===== config.mk =====
export PLATFORM = sky130hd
export DESIGN_NAME = tc_event_timer
export DESIGN_NICKNAME = d
export VERILOG_FILES = /design/src/rtl/tc_event_timer.sv
export SDC_FILE = /design/constraint.sdc
export NUM_CORES = 1
export LEC_CHECK = 0
export CAP_MARGIN = 20
export CELL_PAD_IN_SITES_DETAIL_PLACEMENT = 0
export CELL_PAD_IN_SITES_GLOBAL_PLACEMENT = 1
export CORE_MARGIN = 5
export CORE_UTILIZATION = 35
export DETAILED_ROUTE_END_ITERATION = 10
export GPL_ROUTABILITY_DRIVEN = 0
export PLACE_DENSITY_LB_ADDON = 0.2
export SYNTH_ARGS = -nofsm -noshare
export SYNTH_HDL_FRONTEND = slang
export SYNTH_SLANG_ARGS = --single-unit

===== constraint.sdc =====
create_clock -name m_clock -period 4.9 [get_ports m_clock]
set_input_delay 0.735 -clock m_clock [delete_from_list [all_inputs] [get_ports m_clock]]
set_output_delay 0.735 -clock m_clock [all_outputs]
set_load 0.01 [all_outputs]

===== src/rtl/tc_event_timer.sv =====
// rtl/tc_event_timer.sv - event timer counting down-counter borrow pulses into periodic or one-shot ticks
module tc_event_timer (
   input  logic       m_clock,
   input  logic       m_reset,
   input  logic       eu,
   input  logic [3:0] q3_q0,
   input  logic       start,
   input  logic       stop,
   input  logic       one_shot,
   input  logic [3:0] period,
   input  logic       ack,
   output logic       irq,
   output logic       ovf,
   output logic       running,
   output logic [4:0] count,
   output logic [3:0] snap
);

   typedef enum logic {IDLE = 1'b0, RUN = 1'b1} state_t;

   state_t     state;
   state_t     state_next;
   logic [4:0] count_next;
   logic       irq_next;
   logic       ovf_next;
   logic [3:0] snap_next;
   logic [4:0] eff_period;
   logic       tick;
   logic       arm;

   // A period of zero stands for sixteen events
   assign eff_period = (period == 4'd0) ? 5'd16 : {1'b0, period};

   // stop outranks both arming and a coincident eu
   assign arm  = (state == IDLE) && start && !stop;
   assign tick = (state == RUN) && !stop && eu && (count == 5'd1);

   assign running = (state == RUN);

   // State register; reset aborts a run, losing any tick due on that edge
   always_ff @(posedge m_clock or posedge m_reset) begin
      if (m_reset) begin
         state <= IDLE;
      end else begin
         state <= state_next;
      end
   end

   // Next-state selection
   always_comb begin
      state_next = state;
      case (state)
         IDLE: begin
            if (arm) begin
               state_next = RUN;
            end
         end
         RUN: begin
            if (stop) begin
               state_next = IDLE;
            end else if (tick && one_shot) begin
               state_next = IDLE;
            end
         end
         default: state_next = IDLE;
      endcase
   end

   // Next values of the registered outputs
   always_comb begin
      count_next = count;
      irq_next   = irq;
      ovf_next   = ovf;
      snap_next  = snap;

      if (stop) begin
         snap_next = q3_q0;
      end

      if (arm) begin
         count_next = eff_period;
         ovf_next   = 1'b0;
      end else if ((state == RUN) && !stop && eu) begin
         if (count == 5'd1) begin
            count_next = one_shot ? 5'd0 : eff_period;
         end else if (count != 5'd0) begin
            count_next = count - 5'd1;
         end
      end

      // A tick always leaves irq set; an ack in the same cycle is consumed by it
      if (tick) begin
         irq_next = 1'b1;
         if (irq && !ack) begin
            ovf_next = 1'b1;
         end
      end else if (ack) begin
         irq_next = 1'b0;
      end
   end

   // Output registers
   always_ff @(posedge m_clock or posedge m_reset) begin
      if (m_reset) begin
         count <= 5'd0;
         irq   <= 1'b0;
         ovf   <= 1'b0;
         snap  <= 4'd0;
      end else begin
         count <= count_next;
         irq   <= irq_next;
         ovf   <= ovf_next;
         snap  <= snap_next;
      end
   end

endmodule

==> results of run 1 <==
## worst max-delay path by stage
stage	end	slack, ns
after global routing	count[0]	2.47
final	count[0]	2.64
after detailed placement	count[0]	2.35
after global placement	count[0]	2.43
after floorplan	count[0]	3.02
after CTS	count[0]	2.65
## synth_stat cells, types with 2 or more instances
| cell | count | area [sq um] |
|---|---|---|
| dfrtp_1 | 12 | 300 |
| inv_1 | 5 | 18.8 |
| mux2_1 | 4 | 45.0 |
| nand2_1 | 4 | 15.0 |
| nor2_1 | 4 | 15.0 |
| a21oi_1 | 3 | 15.0 |
| ha_1 | 3 | 37.5 |
| nor3_2 | 3 | 30.0 |
| o22ai_1 | 3 | 18.8 |
| o21ai_1 | 2 | 10.0 |
| o2bb2ai_1 | 2 | 17.5 |
## layer usage
metal  GRT usage  up-vias
met5           0        -
met4      0.0364        0
met3      0.0475        4
met2       0.197       21
met1       0.156      318
li1            -      327
## metrics by stage
stage / setup WS, ns / total power [mW] / instance area, sq um / utilization / hold slack, ns
2_1_floorplan: 3.02 / 0.277 / 772 / - / 0.517
3_3_place_gp: 2.43 / 0.361 / 1040 / 0.486 / 0.472
3_5_place_dp: 2.35 / 0.359 / 1040 / 0.486 / 0.474
5_1_grt: 2.47 / 0.448 / 1070 / 0.496 / 0.511
4_1_cts: 2.65 / 0.420 / 1070 / 0.496 / 0.490
6_report: 2.64 / 0.414 / 1070 / 0.496 / 0.486
## report_power, final
| group | switching, mW | leakage (nW) | total [mW] | internal, mW |
|---|---|---|---|---|
| Sequential | 0.0317 | 0.150 | 0.152 | 0.120 |
| Combinational | 0.0972 | 0.269 | 0.204 | 0.107 |
| Clock | 0.0297 | 0.0138 | 0.0581 | 0.0284 |
## cells by family (layout without fill, tap and decap cells)
logic type / Yosys count / in the layout / synth area share
AND/OR/NAND/NOR: 26 / 26 / 0.240
flip-flops: 12 / 12 / 0.389
AO/OA/AOI/OAI: 21 / 21 / 0.209
buffers and inverters: 8 / 34 / 0.0551
multiplexers: 4 / 4 / 0.0583
adder cells (fa/ha/maj): 3 / 3 / 0.0486
## registers in the layout (all words and copies together), names as in the netlist
signal	flops
count	5
irq	1
ovf	1
running	1
snap	4
## worst reg2reg max path, delay by kind of cell, from the launching register on
kind / cells / cell delay (ns)
flip-flops: 1 / 0.41
AO/OA/AOI/OAI: 1 / 0.27
buffers and inverters: 1 / 0.11
adder cells (fa/ha/maj): 1 / 0.28
AND/OR/NAND/NOR: 3 / 0.90
## cell type report
class | count | share of cell area
well taps | 28 | 0.0329
repair buffers | 26 | 0.244
inverters | 5 | 0.0176
multi-input cells | 54 | 0.403
clock buffers | 3 | 0.0211
flip-flops and latches | 12 | 0.282
==> flow_summary.ini, run 1 <==
[run_status]
status = completed

[floorplanning]
coreArea_sq_um = 2150
rows = 17
die_h_um = 57.0
initial_core_util = 0.359
dieArea_sq_um = 3250
die_w_um = 57.0
design.portCount = 27

[cts]
cts_buffers = 3
clk-insertion-delay-late_ns = 0.26
htree_levels = 1
cts_num_sinks = 12
hold_buffers = 0
cts_tree = built
postCtsSetupRepairBufs = 0
ctsResizeCount = 0
clk_path_buf_depth = 2
cts-root-buf = clkbuf_4
clk_pin_slew_ns = 0.07

[finish]
final_common_cell = clkdlybuf4s50_1
final_cell_mix = clkdlybuf4s50_1, dfrtp_1, inv_1
nNetsFinal = 120
layout-drive-gt1-share = 0.110
regArea_sq_um = 300
nFillCells = 201
multiInputGateArea_sq_um = 429
area_growth_syn_to_layout_pct = 38.1
n_antenna_cell = 0
final_cells = 128

[worst_setup_path]
crit_buf_inv = 1
crit_path_end_kind = register
crit_fanout = 8
start_kind = primary input
crit_type = primary input to register
critPathTopFamily = simple AND/OR/NAND/NOR gates
rr_endpoint = count[0]
required_ns = 5.05
cp_slowest_cell = nor3b_1
worstPathArrival_ns = 2.42
cp_num_cells = 4
reg2reg_depth = 6
critPathLaunch = stop
cp_slowest_stage_delay_ns = 0.64
rrSetupSlack_ns = 2.83
critical_path.cell_chain = clkdlybuf4s50_1, nor3b_1, nor2_1, a211o_1
r2r_start = count[1]

[sta]
min_period_ns = 2.26
finalClockSkew_ns = 0.000703
setup_violations = 0
hold_viol = 0
slew_headroom = 0.536
rsz0062_at_grt = no
finalMaxSlewViolations = 0
min_period_over_period = 0.462
worst_pin_slew_ns = 0.695
setup_tns_ns = 0
fmax_ghz = 0.442

[logic_synthesis]
synth-seq-cells = 12
synth_warnings = 0
synthFlopType = dfrtp_1
synthesis.nets = 92
synth_area_per_cell_sq_um = 10.4
async_flop_share = 1.00
yosysSeqAreaShare = 0.389
netlist_instances = 74
synth.distinct_cells = 40
synth_area_sq_um = 772
synth-edff-count = 0

[hold_path]
hold_depth = 2
hp-class = register to register
hold_end = ovf
min-delay-start = ovf

[routing]
drt_pass1_iterations = 4
drc = 0
wl_met2_um = 871
vias = 670
wl_met1_um = 787
vias_per_cell = 5.23
ant_nets = 0
wl_met3_um = 99
wirelength_um = 1780
drtIter0Drc = 10
wl_per_cell_um = 13.9
top_layer = met4

[grt]
grt_overflow = 0
track_usage = 0.124
antenna_found_initial = 0
grt_max_degree = 13
first_global_vias = 727
grt_pass1_wl_um = 3270

[power_and_ir_drop]
p_per_area_nw_per_um2 = 388
ir_drop_mv = 0.218
p_leak_nw = 0.433

[placement]
portBuffers = 26
placedCellCount = 125
dpl.hpwl_um = 1440

[job]
maxCapViolations = 0
Note: power is estimated with default switching activity, not from simulation.
==> run 2, diff against run 1 <==
--- a/config.mk
+++ b/config.mk
@@ -8,8 +8,9 @@
 export CAP_MARGIN = 20
 export CELL_PAD_IN_SITES_DETAIL_PLACEMENT = 0
 export CELL_PAD_IN_SITES_GLOBAL_PLACEMENT = 1
+export CORE_ASPECT_RATIO = 2
 export CORE_MARGIN = 5
-export CORE_UTILIZATION = 35
+export CORE_UTILIZATION = 29
 export DETAILED_ROUTE_END_ITERATION = 10
 export GPL_ROUTABILITY_DRIVEN = 0
 export PLACE_DENSITY_LB_ADDON = 0.2
==> constraint.sdc (replaced) <==
create_clock -name m_clock -period 1.8 [get_ports m_clock]
set_input_delay 0.27 -clock m_clock [delete_from_list [all_inputs] [get_ports m_clock]]
set_output_delay 0.27 -clock m_clock [all_outputs]
set_load 0.01 [all_outputs]
==> run 2 against run 1 <==
- clock power rose to 4.3 times the previous value
- critical path type is now register to register
- first-iteration DRC count rose to 2.6 times the previous value
- largest power group unchanged
- critical endpoint unchanged
- highest routed layer unchanged
- combinational power rose to 3.5 times the previous value
- critical path depth rose by 3
==> flow_summary.ini, run 2 (synthesis results as in run 1) <==
[cts]
cts_buffers = 3
cts_tree = built
htree_levels = 1
clk_pin_slew_ns = 0.05
cts-root-buf = clkbuf_8
clk-insertion-delay-late_ns = 0.24
postCtsSetupRepairBufs = 0
cts_num_sinks = 12
hold_buffers = 0
clk_path_buf_depth = 2

[worst_setup_path]
crit_type = register to register
required_ns = 1.93
start_kind = register
crit_path_end_kind = register
worstPathArrival_ns = 1.87
reg2reg_depth = 7
crit_fanout = 6

[sta]
rsz0062_at_grt = no
finalMaxSlewViolations = 0
fmax_ghz = 0.576
setup_tns_ns = 0
worst_pin_slew_ns = 0.649
finalClockSkew_ns = 0.00517
hold_viol = 0
min_period_over_period = 0.965
min_period_ns = 1.74
slew_headroom = 0.566
setup_violations = 0

[grt]
grt_overflow = 0
first_global_vias = 827
grt_max_degree = 13
grt_pass1_wl_um = 3680
antenna_found_initial = 0
track_usage = 0.132

[finish]
largest_reg_flops = 5
n_antenna_cell = 0
layout-drive-gt1-share = 0.261
final_cell_mix = clkdlybuf4s50_1, buf_4, dfrtp_1
top_regs = count x5, snap x4
final_common_cell = clkdlybuf4s50_1
final_cells = 143
nNetsFinal = 135
regMostFlops = count
fin_util = 0.477
area_growth_syn_to_layout_pct = 58.8

[power_and_ir_drop]
p_per_area_nw_per_um2 = 1120
ir_drop_mv = 0.706
power.total_mw = 1.37
p_leak_nw = 0.512

[floorplanning]
die_h_um = 83.0
initial_core_util = 0.300
dieArea_sq_um = 3860
rows = 26
coreArea_sq_um = 2570
design.portCount = 27
die_w_um = 46.5

[routing]
wirelength_um = 2370
drt_pass1_iterations = 4
vias_per_cell = 5.32
ant_nets = 0
vias = 761
wl_per_cell_um = 16.6
drtIter0Drc = 26
drc = 0

[job]
maxCapViolations = 0

[placement]
portBuffers = 26
placedCellCount = 140
dpl.hpwl_um = 1930

[hold_path]
hp-class = primary input to asynchronous set/reset pin

[run_status]
status = completed
-- run 2: final cells by class --
| type | count | area, sq um |
|---|---|---|
| timing repair buffer | 41 | 373 |
| fill | 269 | 1340 |
| tap | 28 | 35.0 |
| multi-input combinational | 54 | 457 |
| clock buffer | 3 | 41.3 |
| inverter | 5 | 18.8 |
| sequential | 12 | 302 |
-- run 2: power breakdown --
part	leakage [nW]	internal, mW	total [mW]	switching (mW)
logic	0.342	0.388	0.714	0.326
registers	0.149	0.330	0.408	0.0779
clock network	0.0216	0.148	0.249	0.102
-- run 2: critical path: stages (launching register included) --
cell and delay (ns):
dfrtp_1 0.39, inv_2 0.08, ha_4 0.14, or4b_1 0.44
buf_4 0.20, nand2_8 0.08, nor3_2 0.04, a211o_1 0.26
-- run 2: timing repair --
item	in CTS	in global routing
pin swaps	0	0
resized for setup	1	4
setup endpoints to repair	1	4
hold endpoints to repair	0	0
-- run 2: metrics by stage --
step	setup slack (ns)	cell area, sq um	hold slack, ns
2_1_floorplan	0.0207	785	0.135
3_3_place_gp	-0.140	1170	0.463
5_1_grt	0.00876	1230	0.415
4_1_cts	0.0169	1210	0.364
3_5_place_dp	-0.139	1170	0.479
6_report	0.0631	1230	0.351
-- run 2: final timing paths --
path / start / end / slack [ns]
setup reg to reg: count[1] / count[0] / 0.06
hold reg to reg: snap[0] / snap[0] / 0.48
hold / removal: m_reset / snap[0] / 0.35
max in group asynchronous: m_reset / count[0] / 1.08
setup / recovery: count[1] / count[0] / 0.06
min in group m_clock: snap[0] / snap[0] / 0.48
-- run 2: layer usage --
metal,share of wire,global-route usage,vias up
li1,-,-,363
met1,0.32,0.120,365
met2,0.58,0.240,24
met3,0.047,0.0195,9
met4,0.051,0.0907,0
met5,0,0,-
==> run 3, diff against run 2 <==
--- a/config.mk
+++ b/config.mk
@@ -5,12 +5,13 @@
 export SDC_FILE = /design/constraint.sdc
 export NUM_CORES = 1
 export LEC_CHECK = 0
+export ABC_AREA = 1
 export CAP_MARGIN = 20
 export CELL_PAD_IN_SITES_DETAIL_PLACEMENT = 0
 export CELL_PAD_IN_SITES_GLOBAL_PLACEMENT = 1
 export CORE_ASPECT_RATIO = 2
 export CORE_MARGIN = 5
-export CORE_UTILIZATION = 29
+export CORE_UTILIZATION = 27
 export DETAILED_ROUTE_END_ITERATION = 10
 export GPL_ROUTABILITY_DRIVEN = 0
 export PLACE_DENSITY_LB_ADDON = 0.2
==> run 3 against run 2 <==
- clock power rose by 16%
- final cell count increased by 19%
- critical endpoint is now count[2]
- utilization shrank 6.9 points
- clock skew decreased by 0.00057 ns
==> flow_summary.ini, run 3 <==
[finish]
n_antenna_cell = 0
regMostFlops = count
layout-drive-gt1-share = 0.113
nNetsFinal = 160
final_cell_mix = nand2_1, clkdlybuf4s50_1, inv_1
final_common_cell = nand2_1
fin_util = 0.408
nFillCells = 305
area_growth_syn_to_layout_pct = 46.0
largest_reg_flops = 5
fin_area_sq_um = 1120
top_regs = count x5, snap x4

[cts]
ctsResizeCount = 0
cts_num_sinks = 12
hold_buffers = 0
cts_tree = built
cts-root-buf = clkbuf_8
postCtsSetupRepairBufs = 0
clk_path_buf_depth = 2
clk-insertion-delay-late_ns = 0.24
clk_pin_slew_ns = 0.05
htree_levels = 1
cts_buffers = 3

[worst_setup_path]
crit_path_end_kind = output pin
crit_type = register to output pin
cp_slowest_cell = clkdlybuf4s50_1
r2r_start = count[1]
rr_endpoint = count[0]
reg2reg_depth = 11
required_ns = 1.53
critPathTopFamily = buffers and inverters
crit_fanout = 5
critical_path.cell_chain = clkdlybuf4s50_1
worstPathArrival_ns = 1.29
cp_slowest_stage_delay_ns = 0.58
rrSetupSlack_ns = 0.32
start_kind = register
crit_buf_inv = 1

[sta]
slew_headroom = 0.691
setup_violations = 0
fmax_ghz = 0.640
min_period_ns = 1.56
worst_pin_slew_ns = 0.463
setup_tns_ns = 0
min_period_over_period = 0.868
hold_viol = 0
finalMaxSlewViolations = 0
rsz0062_at_grt = no
finalClockSkew_ns = 0.00461

[floorplanning]
design.portCount = 27
die_w_um = 47.6
initial_core_util = 0.279
coreArea_sq_um = 2740
rows = 27
dieArea_sq_um = 4060
die_h_um = 85.3

[routing]
drt_pass1_iterations = 3
drc = 0
wl_per_cell_um = 12.2
wirelength_um = 2080
vias = 759
drtIter0Drc = 19
ant_nets = 0
vias_per_cell = 4.46

[power_and_ir_drop]
p_leak_nw = 0.581
ir_drop_mv = 0.588
power.total_mw = 1.38
p_per_area_nw_per_um2 = 1230

[run_status]
status = completed

[logic_synthesis]
synthesis.nets = 129
synth-edff-count = 0
synth_area_sq_um = 764
post-synth-top-count-cell = nand2_1
netlist_top_cells_area = dfrtp_1, nand2_1, inv_1, nand3_1, ha_1
synth_warnings = 0
synthTopCellsByCount = nand2_1, inv_1, dfrtp_1, nand3_1, nor2_1
synth-seq-cells = 12
async_flop_share = 1.00
synth_top_area_share = 0.393
synth_area_per_cell_sq_um = 6.89
synth_top_area_cell = dfrtp_1
yosysSeqAreaShare = 0.393
netlist_instances = 111
synthFlopType = dfrtp_1
synth.distinct_cells = 17

[grt]
first_global_vias = 839
grt_pass1_wl_um = 3450
track_usage = 0.116
antenna_found_initial = 0
grt_max_degree = 13
grt_overflow = 0

[placement]
dpl.hpwl_um = 1820
portBuffers = 26
place_area_sq_um = 1060

[hold_path]
hp-class = primary input to asynchronous set/reset pin

[job]
maxCapViolations = 0
[run 3: cell types whose count changed in the layout (fill, tap and decap cells not counted), moves of 3 or more]
cell	delta
mux2_1	-4
nor3_2	-3
nand3_1	+7
inv_1	+10
a21oi_1	-3
o22ai_1	-3
nand2_1	+46
nand2_2	+3
nor2_2	+3
buf_4	-15
[run 3: through the flow]
| step | hold WS (ns) | setup slack (ns) | std cells |
|---|---|---|---|
| 3_3_place_gp | 0.464 | 0.204 | 166 |
| 2_1_floorplan | 0.135 | 0.465 | 111 |
| 6_report | 0.343 | 0.238 | 170 |
| 3_5_place_dp | 0.462 | 0.210 | 166 |
| 5_1_grt | 0.391 | 0.111 | 170 |
| 4_1_cts | 0.364 | 0.227 | 170 |
[run 3: layer usage]
| layer | track usage | share of wire |
|---|---|---|
| met3 | 0.0297 | 0.053 |
| met4 | 0.0711 | 0.043 |
| met1 | 0.0960 | 0.32 |
| met2 | 0.218 | 0.59 |
| met5 | 0 | 0 |
[run 3: cell type report]
class,instances,area (sq um),share of cell area
Inverter,17,66.3,0.0594
Timing Repair Buffer,26,260,0.233
Clock buffer,4,55.1,0.0493
Multi-Input combinational cell,82,398,0.357
Sequential cell,12,300,0.269
Tap cell,29,36.3,0.0325
[run 3: where the power goes]
group          leakage, nW  total (mW)  internal (mW)  switching (mW)
clock network       0.0288       0.288          0.193          0.0948
logic                0.401       0.672          0.304           0.368
registers            0.152       0.417          0.332          0.0843
total                0.581        1.38          0.829           0.547
[run 3: kinds of logic (layout without fill, tap and decap cells)]
group,after synthesis,in the layout,share of synthesized area
simple gates,75,75,0.440
buf+inv,17,47,0.0868
flops,12,12,0.393
fa+ha+maj,3,3,0.0491
compound gates,3,3,0.0196
xor+xnor,1,1,0.0115
[run 3: how the worst max path moves through the flow]
stage / slack, ns / startpoint / cells past startpoint / endpoint
2_1_floorplan: 0.47 / count[1] / 11 / count[0]
3_3_place_gp: 0.20 / stop / 9 / count[0]
3_5_place_dp: 0.21 / stop / 9 / count[0]
4_1_cts: 0.23 / count[2] / 1 / count[2]
5_1_grt: 0.11 / count[1] / 11 / count[0]
6_report: 0.24 / count[2] / 1 / count[2]
